[src/rtl/registry_lookup_arbiter.sv]
// rtl/registry_lookup_arbiter.sv - round-robin arbiter sharing one class-registry lookup engine
module registry_lookup_arbiter #(
   parameter int NUM_REQ = 4,
   parameter int ID_W    = 8,
   parameter int DATA_W  = 32,
   parameter int TIMEOUT = 15
) (
   input  logic                      clk,
   input  logic                      rst,
   input  logic [NUM_REQ-1:0]        req_valid,
   input  logic [NUM_REQ*ID_W-1:0]   req_id,
   output logic [NUM_REQ-1:0]        req_ready,
   output logic [NUM_REQ-1:0]        rsp_valid,
   output logic [DATA_W-1:0]         rsp_data,
   output logic                      rsp_err,
   output logic                      eng_valid,
   output logic [ID_W-1:0]           eng_id,
   input  logic                      eng_ready,
   input  logic                      eng_rsp_valid,
   input  logic [DATA_W-1:0]         eng_rsp_data,
   input  logic                      eng_rsp_err,
   output logic                      busy
);

   localparam int PTR_W = (NUM_REQ > 1) ? $clog2(NUM_REQ) : 1;

   typedef enum logic [1:0] {S_IDLE, S_ISSUE, S_WAIT, S_DONE} state_t;

   state_t            state;
   state_t            state_n;
   logic [PTR_W-1:0]  rr_ptr;
   logic [PTR_W-1:0]  owner;
   logic [7:0]        timer;
   logic              timed_out;
   logic [NUM_REQ-1:0] owner_oh;

   logic              hi_any;
   logic              lo_any;
   logic [PTR_W-1:0]  hi_idx;
   logic [PTR_W-1:0]  lo_idx;
   logic [ID_W-1:0]   hi_id;
   logic [ID_W-1:0]   lo_id;
   logic              grant_any;
   logic [PTR_W-1:0]  grant_idx;
   logic [ID_W-1:0]   grant_id;

   assign timed_out = (timer == 8'(TIMEOUT));
   assign owner_oh  = NUM_REQ'(1) << owner;
   assign busy      = (state != S_IDLE);

   // Rotating priority: lowest pending requester at or above rr_ptr wins, otherwise wrap to the lowest overall
   always_comb begin
      hi_any = 1'b0;
      lo_any = 1'b0;
      hi_idx = '0;
      lo_idx = '0;
      hi_id  = '0;
      lo_id  = '0;
      for (int i = NUM_REQ - 1; i >= 0; i--) begin
         if (req_valid[i]) begin
            lo_any = 1'b1;
            lo_idx = PTR_W'(i);
            lo_id  = req_id[i*ID_W +: ID_W];
         end
         if (req_valid[i] && (PTR_W'(i) >= rr_ptr)) begin
            hi_any = 1'b1;
            hi_idx = PTR_W'(i);
            hi_id  = req_id[i*ID_W +: ID_W];
         end
      end
      grant_any = lo_any;
      grant_idx = hi_any ? hi_idx : lo_idx;
      grant_id  = hi_any ? hi_id  : lo_id;
   end

   // Next state and the combinational accept pulse (suppressed while reset is asserted)
   always_comb begin
      state_n   = state;
      req_ready = '0;
      case (state)
         S_IDLE: begin
            if (grant_any && !rst) begin
               state_n   = S_ISSUE;
               req_ready = NUM_REQ'(1) << grant_idx;
            end
         end
         S_ISSUE: begin
            if (eng_ready) state_n = S_WAIT;
         end
         S_WAIT: begin
            if (eng_rsp_valid || timed_out) state_n = S_DONE;
         end
         S_DONE: begin
            state_n = S_IDLE;
         end
         default: state_n = S_IDLE;
      endcase
   end

   // State register
   always_ff @(posedge clk) begin
      if (rst) state <= S_IDLE;
      else     state <= state_n;
   end

   // Query latch, engine handshake, wait timer, response capture and pointer advance
   always_ff @(posedge clk) begin
      if (rst) begin
         rr_ptr    <= '0;
         owner     <= '0;
         timer     <= '0;
         eng_valid <= 1'b0;
         eng_id    <= '0;
         rsp_valid <= '0;
         rsp_data  <= '0;
         rsp_err   <= 1'b0;
      end else begin
         rsp_valid <= '0;
         case (state)
            S_IDLE: begin
               if (grant_any) begin
                  owner     <= grant_idx;
                  eng_id    <= grant_id;
                  eng_valid <= 1'b1;
               end
            end
            S_ISSUE: begin
               if (eng_ready) begin
                  eng_valid <= 1'b0;
                  timer     <= '0;
               end
            end
            S_WAIT: begin
               timer <= timer + 8'd1;
               // A strobe landing on the timeout cycle still wins and carries its data
               if (eng_rsp_valid) begin
                  rsp_valid <= owner_oh;
                  rsp_data  <= eng_rsp_data;
                  rsp_err   <= eng_rsp_err;
               end else if (timed_out) begin
                  rsp_valid <= owner_oh;
                  rsp_data  <= '0;
                  rsp_err   <= 1'b1;
               end
            end
            S_DONE: begin
               rr_ptr <= (owner == PTR_W'(NUM_REQ - 1)) ? '0 : owner + PTR_W'(1);
            end
            default: ;
         endcase
      end
   end

endmodule
[config.mk]
export PLATFORM = sky130hd
export DESIGN_NAME = registry_lookup_arbiter
export DESIGN_NICKNAME = d
export VERILOG_FILES = /design/src/rtl/registry_lookup_arbiter.sv
export SDC_FILE = /design/constraint.sdc
export NUM_CORES = 1
export LEC_CHECK = 0
export BUFFER_PORTS_ARGS = -buffer_cell sky130_fd_sc_hd__buf_2
export CAP_MARGIN = 25
export CORE_MARGIN = 4
export CORE_UTILIZATION = 52
export DETAILED_ROUTE_END_ITERATION = 12
export GPL_ROUTABILITY_DRIVEN = 0
export PLACE_DENSITY = 0.86
export SLEW_MARGIN = 20
export SYNTH_ARGS = -nofsm -noshare
export SYNTH_HDL_FRONTEND = slang
export SYNTH_SLANG_ARGS = --single-unit
[constraint.sdc]
create_clock -name clk -period 2.95 [get_ports clk]
set_input_delay 0.59 -clock clk [delete_from_list [all_inputs] [get_ports clk]]
set_output_delay 0.59 -clock clk [all_outputs]
set_load 0.02 [all_outputs]
Word-level counts from Yosys, hierarchy flattened:

Cells that the tools add are included.

* register bits: 60
* bits of input ports: 73
* output and inout port bits: 51
* logic and storage cells: 89

* add/sub/neg operators: 2
* $lt $le $gt $ge: 4
* equal/unequal tests: 9
* shift-type cells: 2
* mux-type cells: 44
* bitwise operators: 1
* reductions and logical operators: 18

Operators by type and width (number)
* 8-bit two-way mux: 10
* 32-bit two-way mux: 2
* 2-bit two-way mux: 13
* 4-bit two-way mux: 4
* 8-bit case mux with 2 select lines: 1
* 1-bit two-way mux: 12
* 8-bit by 1-bit adder with 8-bit output, second input constant: 1
* 8-bit by 4-bit == test with 1-bit output, second input constant: 1
* 2-bit inequality test, second input constant: 4
* 2-bit case mux with 4 select lines: 1
* 2-bit nonzero test: 4
* 1-bit by 2-bit left shift with 4-bit output, first input constant: 2
* 2-bit == test, second input constant: 3
* 2-bit AND reduction: 3
* 3-bit AND reduction: 2
* 1-bit logical AND: 5
* 1-bit by 2-bit greater-or-equal comparator with 1-bit output, first input constant: 2
* 2-bit greater-or-equal comparator, first input constant: 2
* 2-bit by 1-bit adder with 2-bit output, second input constant: 1
* 2-bit by 1-bit == test with 1-bit output, second input constant: 1
* 2-bit logical NOT: 1
* 1-bit case mux with 2 select lines: 1
* 2-bit OR reduction: 1
* 1-bit logical NOT: 1
* other kinds (2): 2

Longest topological paths before layout:

* depth in word-level cells: 10
* depth in mapped cells: 8
* mapped depth without buffers: 7

Worst setup path before layout:

No wires, ideal clock.

* kind: input to output
* start: input req_valid[0]
* end: output req_ready[2]
* arrival: 1896 ps
* required time: 2360 ps
* setup slack: 464 ps
* stages on the path: 5
* path buffers: 1
* path through: buf_2 nand2b_1 a21oi_1 or2_2 nor3_1

* word-level cells in the longest chain between the ends: 6
* elaborated cells on any way between the ends: 10
* those cells by class: shift (1); mux (7); reduce/logical (2)

RTL lines
* start: declaration: line 10 `input logic [NUM_REQ-1:0] req_valid,`
* 1-bit logical AND: line 65 `if (req_valid[i] && (PTR_W'(i) >= rr_ptr)) begin`
* 2-bit two-way mux / 1-bit two-way mux (equally long branches): line 65
* 2-bit two-way mux: line 72 `grant_idx = hi_any ? hi_idx : lo_idx;`
* 1-bit by 2-bit left shift with 4-bit output: line 84 `req_ready = NUM_REQ'(1) << grant_idx;`
* 4-bit two-way mux *: line 82 `if (grant_any && !rst) begin`
* 4-bit two-way mux *: line 80 `case (state)`
* end: declaration: line 12 `output logic [NUM_REQ-1:0] req_ready,`

Mark *: on every way between the ends. The rest lies on a longest branch, timed or not.

Worst setup path after layout:

* start: register rr_ptr[1]
* end: output req_ready[2]

* word-level cells in the longest chain between the ends: 10
* elaborated cells on any way between the ends: 20
* those cells by class: order compare (4); shift (1); mux (11); reduce/logical (4)

RTL lines
* start: declaration: line 31 `logic [PTR_W-1:0] rr_ptr;`
* start signal: assignment: line 147 `rr_ptr <= (owner == PTR_W'(NUM_REQ - 1)) ? '0 : owner + PTR_W'(1);`
* 2-bit greater-or-equal comparator: line 65
* 1-bit logical AND: line 65
* 2-bit two-way mux / 1-bit two-way mux (equally long branches) (4 in a row): line 65
* 2-bit two-way mux *: line 72
* 1-bit by 2-bit left shift with 4-bit output *: line 84
* 4-bit two-way mux *: line 82
* 4-bit two-way mux *: line 80

Marked as above.

==> results_dict.tcl <==
set metrics [dict create \
    synth_seq_cells 60 \
    globalRouteTotalUtil 0.236 \
    place_area_um2 3640 \
    cp-end-kind "primary output" \
    r2r_end "eng_id[1]" \
    setup_ws_ns 0.155 \
    cts_root_buf "clkbuf_8" \
    avgSynthCellArea_um2 8.03 \
    crit_fanout 23 \
    viasPerCell 5.82 \
    final_area_um2 3840 \
    dp_cells 547 \
    synth_edf_count 0 \
    fin_total_pwr_mw 2.77 \
    period_share 0.947 \
    wirelength_met1_um 3200 \
    topRoutingLayerUsed "met4" \
    startpoint_type "register" \
    final_common_cell "buf_2" \
    ys_dominant_reg_cell "dfxtp_1" \
    min_period_ns 2.80 \
    setup_viol 0 \
    rrSetupSlack_ns 0.57 \
    synth.distinct_cells 45 \
    peakVddDrop_uv 462 \
    skew_ns 0.00855 \
    n_antenna_cell 0 \
    synthCells 372 \
    whs_endpoint "rsp_err" \
    cts_resized 0 \
    fmax_mhz 358 \
    rr_worst_depth 5 \
    grt_pass1_vias 2912 \
    dieHeight_um 83.8 \
    fp.dieArea_um2 7020 \
    worstHoldStart "rsp_err" \
    slowest_delay_ns 0.80 \
    wl_met2_um 4510 \
    vias 3274 \
    tritoncts "built" \
    first_pass_iters 5 \
    final_antenna_net_count 0 \
    drtIter0Drc 254 \
    setup_tns_ns 0 \
    cp_slowest_cell "dfxtp_1" \
    ioPinCount 124 \
    max_slew_margin 0.510 \
    finalNetCount 568 \
    row_count 27 \
    ys_seq_area_frac 0.402 \
    clock_latency_ns 0.34 \
    wirelength_um 8590 \
    slew_violations 0 \
    io_buffers 123 \
    max_slew.worst_pin.slew_ns 0.734 \
    hold_slack_ns 0.465 \
    crit_chain "a21oi_1 > or2_2 > nor3_1 > buf_2" \
    syn_area_um2 2990 \
    timing.rr.start "rr_ptr[1]" \
    drive_above_1_share 0.305 \
    status "finished, final reports clean" \
    cts_hold_buf 0 \
    worstPathArrival_ns 2.21 \
    crit_type "reg -> out" \
    nFillCells 483 \
    synthToLayoutAreaGrowth_pct 28.8 \
    grt-ovfl-total 0 \
    hold_class "reg -> reg" \
    rsz0062_at_grt "false" \
    power_density_nw_per_um2 721 \
    required_ns 2.36 \
    core_um2 5540 \
    cts_max_level 3 \
    final_cell_mix "buf_2 (123), nor2_1 (74), dfxtp_1 (60), a22oi_1 (37), a21oi_1 (31)" \
    cts_sinks 60 \
    initial_utilization 0.539 \
    whs_path_depth 2 \
    finalHoldViolCount 0 \
    die_x_um 83.8 \
    wl_met3_um 721 \
    dp_slack_ns 0.329 \
    ys_warn_count 0 \
    clk_path_buf_depth 2 \
    path_clk_slew_ns 0.07 \
    fin_util 0.694 \
    antenna_found_initial 0 \
    cts_made_buffers 9 \
    drcViolationCount 0 \
    wl_per_cell_um 15.2 \
    synthArstFlopShare 0 \
    leakage_nw 1.80 \
    cap_viol_max_count 0 \
    synth_nets 454 \
    final_cells 563 \
    grt_pass1_wl_um 13500 \
    cts_setup_buffers 0 \
    place_hpwl_um 6430 \
    grt_max_degree 52 \
]
[Yosys cell counts, types with 2 or more instances]
| cell | instances | area [um^2] |
|---|---|---|
| a211oi_1 | 3 | 22.5 |
| a21oi_1 | 31 | 155 |
| a221oi_1 | 3 | 26.3 |
| a22oi_1 | 37 | 278 |
| and2_1 | 5 | 31.3 |
| and3_1 | 8 | 50.1 |
| buf_2 | 4 | 20.0 |
| clkbuf_1 | 22 | 82.6 |
| dfxtp_1 | 60 | 1200 |
| ha_1 | 9 | 113 |
| inv_1 | 10 | 37.5 |
| inv_2 | 2 | 7.51 |
| mux2i_1 | 5 | 50.1 |
| nand2_1 | 19 | 71.3 |
| nand2b_1 | 11 | 68.8 |
| nand3_1 | 3 | 15.0 |
| nand3b_1 | 4 | 30.0 |
| nor2_1 | 74 | 278 |
| nor2b_1 | 2 | 12.5 |
| nor3_1 | 7 | 35.0 |
| o21ai_0 | 8 | 40.0 |
| o21ai_1 | 4 | 20.0 |
| o22ai_1 | 7 | 43.8 |
| o31a_1 | 3 | 26.3 |
| o32a_1 | 4 | 40.0 |
| o32ai_1 | 3 | 26.3 |
| or3_1 | 3 | 18.8 |
| xor2_1 | 4 | 35.0 |
[final cells by class]
cell class              count  area (um^2)  share of cell area
flip-flops and latches     60         1200               0.312
well taps                  72         90.1              0.0234
inverters                  12         45.0              0.0117
multi-input cells         273         1630               0.425
repair buffers            130          668               0.174
clock inverters             6         70.1              0.0182
clock buffers              10          138              0.0358
[sequential cells by signal, indices dropped and copies added (netlist names)]
name	cells
timer	8
rsp_err	1
owner	2
eng_valid	1
rsp_valid	4
rsp_data	32
rr_ptr	2
state	2
eng_id	8
[power by group]
part           internal [mW]  switching (mW)  leakage, nW
Sequential             0.938          0.0841        0.487
Combinational          0.366           0.619         1.20
Clock                  0.420           0.344        0.107
[critical path, delay by kind of cell (launching register included)]
family / cells / cell delay [ns]
flops: 1 / 0.80
simple gates: 2 / 0.58
compound gates: 1 / 0.30
buf+inv: 1 / 0.19
[per-layer routing]
layer,track usage,vias up
met5,0,-
met4,0.0760,0
met3,0.0701,22
met2,0.415,150
met1,0.273,1537
li1,-,1565
[how the worst max path moves through the flow]
stage | slack [ns] | end | depth (start not counted) | start
6_report | 0.15 | req_ready[2] | 4 | rr_ptr[1]
5_1_grt | 0.0005 | req_ready[2] | 4 | rr_ptr[1]
4_1_cts | 0.17 | req_ready[2] | 4 | rr_ptr[1]
3_5_place_dp | 0.33 | req_ready[0] | 6 | req_valid[1]
3_3_place_gp | 0.44 | req_ready[0] | 6 | req_valid[0]
2_1_floorplan | 0.46 | req_ready[2] | 5 | req_valid[0]
[cell families (layout without fill, tap and decap cells)]
family	after synthesis	count (layout)	share of synthesized area
adders and majority gates	9	9	0.0377
and+or+nand+nor	139	139	0.212
AOI/OAI and AO/OA	115	115	0.265
xor gates and xnor gates	5	5	0.0147
buffers and inverters	39	158	0.0507
DFF	60	60	0.402
muxes	5	5	0.0168
(Power assumes the default switching activity.)
